<file path="src/rtl/lcd_bus_sched.sv">
// HD44780 8-bit write-bus sequencer: power-on wait, fixed init list, then
// round-robin sharing of the bus between two {rs, data} requesters.
module lcd_bus_sched #(
  parameter int TICK_DIV   = 25,
  parameter int EN_TICKS   = 1,
  parameter int PWR_WAIT   = 15000,
  parameter int SHORT_WAIT = 40,
  parameter int LONG_WAIT  = 1530
) (
  input  logic       C,
  input  logic       RN,
  output logic       ENQ,
  output logic       TRSQ,
  output logic [7:0] DataQ,
  output logic       RWY,
  output logic       INIT_DONEQ,
  output logic       READYQ,
  input  logic       REQ0,
  input  logic       RS0,
  input  logic [7:0] DATA0,
  output logic       ACK0Q,
  input  logic       REQ1,
  input  logic       RS1,
  input  logic [7:0] DATA1,
  output logic       ACK1Q
);

  localparam int TW = $clog2(TICK_DIV);
  localparam logic [TW-1:0] TICK_LAST = TW'(TICK_DIV - 1);

  typedef enum logic [2:0] {
    S_PWR, S_INIT, S_IDLE, S_SETUP, S_EN_HI, S_EN_LO, S_WAIT
  } state_t;

  state_t        r_state;
  logic [TW-1:0] r_tick;
  logic [13:0]   r_wait;
  logic [2:0]    r_idx;
  logic          r_ptr;
  logic          r_en, r_rs, r_ack0, r_ack1, r_ready, r_init_done;
  logic [7:0]    r_data;

  logic          w_tick, w_done, w_grant1;
  logic [13:0]   w_target;

  function automatic logic [7:0] init_cmd(input logic [2:0] idx);
    case (idx)
      3'd0:    return 8'h38;
      3'd1:    return 8'h08;
      3'd2:    return 8'h01;
      3'd3:    return 8'h06;
      default: return 8'h0C;
    endcase
  endfunction

  // Ticks the current state must last; clear/home need the long execution wait.
  always_comb begin
    w_target = 14'd1;
    case (r_state)
      S_PWR:   w_target = 14'(PWR_WAIT);
      S_EN_HI: w_target = 14'(EN_TICKS);
      S_WAIT:  w_target = (!r_rs && r_data[7:2] == 6'd0) ? 14'(LONG_WAIT)
                                                        : 14'(SHORT_WAIT);
      default: w_target = 14'd1;
    endcase
  end

  assign w_tick   = (r_tick == TICK_LAST);
  assign w_done   = w_tick && (r_wait == w_target - 14'd1);
  // Requester 1 wins when alone, or on a tie when requester 0 was granted last.
  assign w_grant1 = REQ1 && (!REQ0 || !r_ptr);

  always_ff @(posedge C or negedge RN) begin
    if (!RN) begin
      r_state     <= S_PWR;
      r_tick      <= '0;
      r_wait      <= '0;
      r_idx       <= '0;
      r_ptr       <= 1'b0;
      r_en        <= 1'b0;
      r_rs        <= 1'b0;
      r_data      <= 8'h00;
      r_ack0      <= 1'b0;
      r_ack1      <= 1'b0;
      r_ready     <= 1'b0;
      r_init_done <= 1'b0;
    end else begin
      // NOTE: non-blocking defaults first; a later assignment in the case
      // below overrides them, which is how each state change restarts the
      // prescaler and wait counter.
      r_ack0 <= 1'b0;
      r_ack1 <= 1'b0;
      if (w_tick) begin
        r_tick <= '0;
        r_wait <= r_wait + 14'd1;
      end else begin
        r_tick <= r_tick + 1'b1;
      end

      case (r_state)
        S_PWR: if (w_done) begin
          r_state <= S_INIT;
          r_tick  <= '0;
          r_wait  <= '0;
        end
        S_INIT: begin
          r_rs    <= 1'b0;
          r_data  <= init_cmd(r_idx);
          r_state <= S_SETUP;
          r_tick  <= '0;
          r_wait  <= '0;
        end
        S_IDLE: if (REQ0 || REQ1) begin
          r_ptr   <= w_grant1;
          r_rs    <= w_grant1 ? RS1 : RS0;
          r_data  <= w_grant1 ? DATA1 : DATA0;
          r_ack1  <= w_grant1;
          r_ack0  <= !w_grant1;
          r_ready <= 1'b0;
          r_state <= S_SETUP;
          r_tick  <= '0;
          r_wait  <= '0;
        end
        S_SETUP: if (w_done) begin
          r_en    <= 1'b1;
          r_state <= S_EN_HI;
          r_tick  <= '0;
          r_wait  <= '0;
        end
        S_EN_HI: if (w_done) begin
          r_en    <= 1'b0;
          r_state <= S_EN_LO;
          r_tick  <= '0;
          r_wait  <= '0;
        end
        S_EN_LO: if (w_done) begin
          r_state <= S_WAIT;
          r_tick  <= '0;
          r_wait  <= '0;
        end
        S_WAIT: if (w_done) begin
          r_tick <= '0;
          r_wait <= '0;
          if (r_init_done) begin
            r_ready <= 1'b1;
            r_state <= S_IDLE;
          end else begin
            r_idx <= r_idx + 3'd1;
            if (r_idx == 3'd4) begin
              r_init_done <= 1'b1;
              r_ready     <= 1'b1;
              r_state     <= S_IDLE;
            end else begin
              r_state <= S_INIT;
            end
          end
        end
        default: r_state <= S_PWR;
      endcase
    end
  end

  assign ENQ        = r_en;
  assign TRSQ       = r_rs;
  assign DataQ      = r_data;
  assign RWY        = 1'b0;
  assign INIT_DONEQ = r_init_done;
  assign READYQ     = r_ready;
  assign ACK0Q      = r_ack0;
  assign ACK1Q      = r_ack1;

endmodule
</file>
<file path="config.mk">
export PLATFORM = sky130hd
export DESIGN_NAME = lcd_bus_sched
export DESIGN_NICKNAME = d
export VERILOG_FILES = /design/src/rtl/lcd_bus_sched.sv
export SDC_FILE = /design/constraint.sdc
export NUM_CORES = 1
export LEC_CHECK = 0
export CORE_UTILIZATION = 43
export CTS_CLUSTER_SIZE = 40
export DETAILED_ROUTE_END_ITERATION = 12
export GPL_ROUTABILITY_DRIVEN = 0
export PLACE_DENSITY = 0.66
export SYNTH_ARGS = -nofsm -noshare
export SYNTH_HDL_FRONTEND = slang
export SYNTH_SLANG_ARGS = --single-unit
export TNS_END_PERCENT = 1
</file>
<file path="constraint.sdc">
create_clock -name C -period 2.5 [get_ports C]
set_clock_uncertainty 0.1 [all_clocks]
set_input_delay 0.5 -clock C [delete_from_list [all_inputs] [get_ports C]]
set_output_delay 0.5 -clock C [all_outputs]
set_load 0.1 [all_outputs]
</file>
==> results.md, run 1 <==
- The number of pins exceeding their max-slew limit in the final report is 0.
- The detail-routed via count per cell is 5.172.
- The clock transition at the register clock pins on the worst setup and hold paths after CTS is 0.08 ns.
- The total number of nets in the final design is 307.
- Summing the areas of all compound-gate instances in the mapped netlist gives between 10% and 20% of the synthesized area.
- Entering global routing, the biggest net connects 27 pins.
- The total routed wirelength is roughly 5000 µm.
- The chip width is between 70 and 80 µm.
- The number of cells produced by synthesis is roughly 230.
- In this run the worst path has a maximum fanout of 7.
- For this run, the top clock speed supported by timing is approximately 400 MHz.
- The count of nets left with antenna violations once routing finished came out at 0.
- The initial standard-cell utilization of the core is 45.16%.
- The startpoint type of the worst setup path is a flip-flop.
- The global-route wire length before repair is between 8000 and 9000 µm.
- The count of routing violations after the opening detailed-route iteration is a little under 80.
- The multiplexer area fraction after synthesis is under 10%.
- Across the VDD grid, the largest voltage drop is 0.2230 mV.
- The final antenna diode count is 0.
- The number of vias after detailed routing is 1800.
- During I/O placement, the number of pins put on the boundary was 37.
- The number of different library cells used by synthesis comes to 48.
- The number of global-route vias before repair is about 1700.
- Row generation in the floorplan step produced 26 rows.
- Counting flops with an async set or reset pin after synthesis yields a share of between 90% and 100%.
- The worst slew margin relative to its limit is 58.51%.
- The total routing resource utilization after global routing is a little under a fifth.
- TritonCTS built the clock tree.
- The slew at the pin with the worst max-slew slack is 0.6158 ns.
- The hold violation total from the final report is 0.
- The register-to-register setup slack is between 0.06 and 0.07 ns.
- The setup-violating endpoint count in the final report is 0.
- In this run the worst hold path is classified as primary input to async pin.
- The top cell type by area accounts for about 43% of the synthesized area.
- For this run, design rule violations remaining after detail routing come to 0.
- Setup repair after global routing could not meet its margin everywhere.
- Yosys printed 0 warnings.
- The reg-to-reg startpoint is r_wait[9]$_DFF_PN0_.
- The clock passes through at most 2 buffers.
- The number of storage elements in the synthesis netlist is 40.
- The die outline height is roughly 75 µm.
- The arithmetic-cell share of the synthesized area counting full adders, half adders and majority gates is about 4.3%.
- Compared with the post-synthesis result, the final layout area differs by 25.07%.
- Of all cell types, the one taking the most synthesized area is dfrtp_1.
- The largest individual stage delay along the critical path comes from the cell or4_1.
- The clock tree root driver cell is clkbuf_8.
- Sequential cells were found to cover a little over two fifths of the synthesized design area.
- The clock reaches the later pin of the worst-skew pair after 0.29 ns.
- Yosys attributes the largest share of cell area to dfrtp_1, mux2i_1, nor2_1.
- Global routing finished with a remaining overflow of 0.
- In this run, synthesis inferred 0 flip-flops with an integrated enable.
- The area of the placeable core is a little over 5000 µm².
- For this design the static power due to leakage is between 0.001 and 0.0015 µW.
- At the placement stage, the worst setup path has a slack of about 0.019 ns.
- The number of antenna violations at the first check in global routing is 0.
- The post-synth design cell area is ~2300 µm².
- The signal on the critical path passes through or4_1, mux2i_1, nand3_1, nor3_4, nand3_4, nor4_4, mux2_4.
- The tool flagged a number of max-cap violations equal to 0.
- The total die area is roughly 5700 µm².
- The maximum cell stage delay along the critical path is between 0.5 and 0.6 ns.
- In this run the power density over the cells is ~400 nW/µm².
- The placed wire-length estimate after detailed placement is 3682 µm.
- The final setup slack of the worst path is approximately 0.069 ns.
- The element type at the critical path end is a flip-flop.
- By count the netlist is led by dfrtp_1, nor2_1, mux2i_1.
- The share of final-layout standard cells stronger than drive strength 1 is about 22%.
- The area share of and/or/nand/nor cells after synthesis is about a fifth.
- In the final routed layout, each cell accounts on average for about 14 µm.
- dfrtp_1 is the most common cell in the netlist.
- The worst path uses between 90 and 100% of the clock period.
- The flip-flop cell with the highest count after synthesis is dfrtp_1.
- The number of nets in the synthesized netlist is roughly 260.
- Tracing the worst setup path back leads to its startpoint at r_wait[9]$_DFF_PN0_.
- The first detailed-routing pass took 4 iterations.
- Data on the critical path is required at its endpoint by 2.58 ns.
- The H-tree generated during clock tree synthesis spans 2 levels.
- After filler insertion, the fill cell instance count of the layout stands at 476.
- Subtracting the final worst setup slack from the clock period gives 2.431 ns.
- The largest family of logic cells by synthesized area is simple AND/OR/NAND/NOR gates.
- The final hold slack is 0.1071 ns.
- The number of clock buffers added by TritonCTS is 5.
- The buffer count from post-CTS setup fixing is 0.
- The run finished with clean final reports.
- The number of hold buffers added after CTS is 0.
- For the worst setup path, the data arrival time is roughly 2.5 ns.
- The critical path is of the flip-flop to flip-flop type.
- The xor-xnor portion of the synthesized cell area is 7.170%.
- A synthesized cell averages about 10 µm².
- Buffers placed on the I/O ports in this run total 35.
- CTS saw 40 sinks.
-- state kept, by name, summed over array words and instances (netlist names) --
signal / count
ACK0Q: 1
ACK1Q: 1
DataQ: 8
ENQ: 1
INIT_DONEQ: 1
READYQ: 1
TRSQ: 1
r_idx: 3
r_ptr: 1
r_state: 3
r_tick: 5
r_wait: 14
-- path summary, 6_finish.rpt --
kind,end,cells past startpoint
min reg2reg,r_ptr$_DFFE_PN0P_,1
max,r_idx[1]$_DFFE_PN0P_,7
min in group C,r_ptr$_DFFE_PN0P_,1
max in group asynchronous,INIT_DONEQ$_DFFE_PN0P_,2
max reg2reg,r_idx[1]$_DFFE_PN0P_,7
min,r_wait[11]$_DFF_PN0_,1
-- cell usage in the layout (no fill, tap or decap), types with 9 or more instances in the layout --
cell type / instances
mux2i_1: 13
nor2_1: 28
xnor2_1: 9
inv_1: 11
a21oi_1: 9
dfrtp_1: 33
xor2_1: 10
nand2_1: 12
buf_4: 26
nand3_1: 12
clkdlybuf4s50_1: 20
-- area by class of cell --
class	instances	area (µm²)	share of cell area (%)
clock buffer	6	82.58	2.845
clock inverter	2	10.01	0.3448
inverter	11	41.29	1.422
multi-input combinational	171	1249	43.02
sequential	40	1012	34.87
tap	70	87.58	3.017
timing repair buffer	48	420.4	14.48
-- routing by layer --
metal | vias to the layer above | track usage, % | wire length (µm)
li1 | 902 | - | -
met1 | 866 | 27.83 | 2548
met2 | 27 | 28.97 | 2187
met3 | 5 | 3.968 | 163
met4 | 0 | 4.938 | 61
met5 | - | 0 | 0
-- where the power goes --
group          internal [µW]  total, µW  leakage (µW)  switching (µW)
clock network            220        447     0.0000510             227
logic                   37.6       69.7      0.000735            32.0
registers                646        646      0.000517               0
total                    904       1160       0.00130             259
-- through the flow --
step / utilization [%] / total power, µW / instance area, µm² / setup TNS, ns / instances
floorplan: - / 681.2 / 2332 / -0.007925 / 233
finish: 56.48 / 1163 / 2903 / 0 / 348
CTS: 55.92 / 1184 / 2874 / 0 / 348
global route: 56.48 / 1216 / 2903 / -0.5982 / 348
detailed placement: 53.97 / 730.2 / 2774 / 0 / 340
global placement: 53.97 / 729.7 / 2774 / 0 / 340
-- logic make-up (layout without fill, tap and decap cells) --
logic type	after synthesis	after routing
buffers and inverters	22	67
AND/OR/NAND/NOR	84	84
XOR/XNOR	19	19
other	1	1
flip-flops	40	40
adder cells (fa/ha/maj)	8	8
AO/OA/AOI/OAI	40	40
multiplexers	19	19
-- worst max-delay path, delay by kind of cell (launching register included) --
family / cells / cell delay (ns)
and+or+nand+nor: 5 / 1.32
muxes: 2 / 0.48
DFF: 1 / 0.42
-- repair_timing --
item | in CTS | in global routing
gates resized for setup | 1 | 6
setup endpoints to repair | 1 | 22
pin swaps | 0 | 2
Note: power is estimated with default switching activity, not from simulation.
==> run 2: changes to the inputs <==
--- a/config.mk
+++ b/config.mk
@@ -9,6 +9,7 @@
 export CTS_CLUSTER_SIZE = 40
 export DETAILED_ROUTE_END_ITERATION = 12
 export GPL_ROUTABILITY_DRIVEN = 0
+export GPL_TIMING_DRIVEN = 0
 export PLACE_DENSITY = 0.66
 export SYNTH_ARGS = -nofsm -noshare
 export SYNTH_HDL_FRONTEND = slang
==> run 2 against run 1 <==
Net effect: register-to-register slack about the same; largest power group unchanged; largest cell class unchanged; global-route usage about the same; highest routed layer unchanged; die area unchanged.
==> results.md, run 2 (synthesis results as in run 1) <==
- The flow ran to the end, and the final reports show no timing, DRC or antenna violations.
- The number of vias after detailed routing was 1810 (+0.56%).
- The total die area was 5696 µm² (unchanged).
- The die outline height is 75.47 µm (unchanged).
- The net load switching power is 249.6 µW (-3.6%).
- The cell sitting at the root of the clock tree is a clkbuf_8.
- The global-route wire length before repair is 7997 µm (-3.0%).
- The achievable clock frequency came to 409.4 MHz (-0.46%).
- The fill cell instance count of the final layout is 476 (unchanged).
- The switching share of total power is 21.47% (-0.79 points).
- The count of antenna-violating nets left after detailed routing was 0 (unchanged).
- The number of pins exceeding their max-slew limit in the final report is 0 (unchanged).
- The routed wirelength normalized by instance count is 13.77 µm (-3.4%).
- STA classifies the critical path startpoint as a flip-flop.
- The register-to-register setup slack came to 0.06 ns (about the same).
- The design internal power is 912.9 µW (+0.96%).
- The clock transition at the register clock pins on the worst setup and hold paths after CTS was 0.08 ns (about the same).
- The total routing resource utilization after global routing is 19.10% (about the same).
- The origin of the worst min-delay path is r_tick[0]$_DFF_PN0_.
- The chip width was 75.47 µm (unchanged).
- The worst setup slack before clock tree synthesis is -0.2453 ns (-0.2640 ns).
- The maximum clock insertion buffer count is 2 (unchanged).
- The element type at the critical path end is a flip-flop.
- The final clock period utilization by the worst path is 97.70% (+0.45 points).
- The slew at the pin with the worst max-slew slack was 0.9824 ns (+0.3666 ns).
- The number of global-route vias before repair is 1654 (-2.5%).
- On the critical path, the stage with the largest delay is an instance of dfrtp_2.
- The top fanout value on the critical path is 7 (unchanged).
- The worst slew margin relative to its limit was 34.30% (-24 points).
- The clock sink count was 40 (unchanged).
- The data required time of the worst path was 2.59 ns (about the same).
- The worst min-delay path endpoint is r_tick[0]$_DFF_PN0_.
- The part of the power in the clock network is 38.0% (-0.5 points).
- The number of flip-flops in the largest register was 14 (unchanged).
- The final antenna diode count came to 0 (unchanged).
- The fraction of power consumed by combinational cells is 6.4% (+0.4 points).
- The data arrival time of the worst path is 2.53 ns (+0.02 ns).
- The final standard cell utilization of the core is 57.79% (+1.3 points).
- The share of final-layout standard cells stronger than drive strength 1 is 16.55% (-5.8 points).
- The overall overflow remaining after global route came to 0 (unchanged).
- The hold violation total from the final report came to 0 (unchanged).
- The clock tree from TritonCTS is done.
- The number of maximum-capacitance constraint violations is 0 (unchanged).
- Setup repair after global routing could not meet its margin everywhere.
- The power per cell area is 391.4 nW/µm² (-2.3%).
- The depth of the CTS H-tree is 2 (unchanged).
- The row count came to 26 (unchanged).
- The maximum number of pins on one net before global-route repair came to 30 (+11%).
- Counting stages on the worst path, the most repeated cell is nand3_1.
- The number of antenna violations at the first check in global routing is 0 (unchanged).
- The setup-violating endpoint count in the final report is 0 (unchanged).
- Walking the worst path, the cells encountered are nor4_4, nand3_1, mux2i_1, nor3_4, buf_4, and3_2, buf_2, nand3_1, a31o_2.
- The count of TritonRoute iterations in the first routing pass is 4 (unchanged).
- The final setup slack of the worst path came to 0.05751 ns (-0.01119 ns).
- The leakage power summed over all cells is 0.001300 µW (-0.18%).
- The class of the most critical hold timing path is flip-flop to flip-flop.
- The cell type group with the largest total delay on the critical path is simple AND/OR/NAND/NOR gates.
- The area of the placeable core is 5140 µm² (unchanged).
- The maximum cell stage delay along the critical path is 0.43 ns (-0.10 ns).
- The worst-case vdd ir drop is 0.2563 mV (+15%).
- The count of pins on the block boundary came to 37 (unchanged).
- The final hold slack is 0.3843 ns (+0.2773 ns).
- The number of buffers inserted during clock tree synthesis was 5 (unchanged).
- The top cell types in the final layout, fill and taps aside, are dfrtp_1, clkdlybuf4s50_1, nor2_1.
- The sequential share of power is 55.6% (about the same).
- The total number of nets in the final design is 313 (+2.0%).
- The endpoint identified for the worst register-to-register timing path is r_state[1]$_DFFE_PN0P_.
- The commonest non-fill, non-tap cell in the layout is dfrtp_1.
- The detail-routed via count per cell was 5.113 (-1.1%).
- The placed wire-length estimate after detailed placement came to 3553 µm (-3.5%).
- The count of unresolved DRC violations after routing is 0 (unchanged).
- The count of cells along the worst register-to-register path was 9 (+2).
- The final critical path time including I/O delays and setup came to 2.442 ns (+0.01119 ns).
- More flip-flops sit in one register than any other, and that register is r_wait.
- The initial standard-cell utilization of the core was 45.16% (unchanged).
- The count of routing violations after the opening detailed-route iteration is 44 (-43%).
- The worst setup path is of the flip-flop to flip-flop kind.
- The number of buffers and inverters on the critical path was 2 (+2).
- The clock network latency to the later pin of the worst-skew pair is 0.29 ns (about the same).
- The total design power is 1162 µW (about the same).
- The total routed wirelength is 4875 µm (-1.8%).
- The reg-to-reg startpoint is TRSQ$_DFFE_PN0P_.
- The post-synthesis to final-layout area growth is 27.98%.
- The number of cells on the worst hold path is 1.
- The quantity of I/O buffers inserted on ports is 35 (unchanged).
[run 2: cell types whose count changed in the layout (fill, tap and decap cells not counted), sizes merged]
cell	before	now
buf	28	13
clkdlybuf4s50	20	32
clkbuf	6	14
clkinv	2	0
dlygate4sd2	0	1
dlygate4sd3	0	1
dlymetal6s2s	0	1
[run 2: repair_timing]
item	in CTS	in global routing
gates resized for setup	7	5
setup buffers	6	0
hold buffers	1	0
endpoints found under the setup margin	12	30
hold endpoints to repair	11	0
pin swaps	5	3
[run 2: stage by stage]
stage	setup TNS [ns]	instance area (µm²)	instances
after floorplan	-0.007925	2332	233
after global placement	-12.03	2770	338
after detailed placement	-2.350	2785	339
after CTS	0	2962	354
after global routing	-0.05414	2970	354
final	0	2970	354
[run 2: routing by layer]
layer,GRT usage [%],share of wire [%],routed length (µm)
met4,6.173,1.1,55
met5,0,0,0
met1,26.62,49,2373
met3,4.101,4.2,204
met2,29.76,46,2242
[run 2: how the worst max path moves through the flow]
stage	end	startpoint	cells after the start
after floorplan	r_idx[1]$_DFFE_PN0P_	DataQ[4]$_DFFE_PN0P_	7
after global placement	DataQ[4]$_DFFE_PN0P_	RN	1
after detailed placement	DataQ[4]$_DFFE_PN0P_	REQ1	6
after CTS	r_idx[1]$_DFFE_PN0P_	TRSQ$_DFFE_PN0P_	7
after global routing	r_state[1]$_DFFE_PN0P_	TRSQ$_DFFE_PN0P_	9
final	r_state[1]$_DFFE_PN0P_	TRSQ$_DFFE_PN0P_	9
[run 2: cell type report]
class,instances,area (µm²),area share [%]
repair buffers,43,421.7,14.20
clock buffers,8,90.09,3.033
flip-flops and latches,40,1012,34.08
inverters,11,41.29,1.390
multi-input cells,171,1247,42.00
well taps,70,87.58,2.949
plain buffers,11,70.07,2.359
[run 2: power by group through the flow]
| stage | Clock (µW) | Combinational [µW] | Sequential, µW |
|---|---|---|---|
| global placement | 0 | 70.6 | 659 |
| global route | 484 | 82.8 | 646 |
| CTS | 460 | 76.2 | 646 |
| floorplan | 0 | 21.8 | 659 |
| detailed placement | 0 | 74.8 | 659 |
| finish | 442 | 74.2 | 646 |
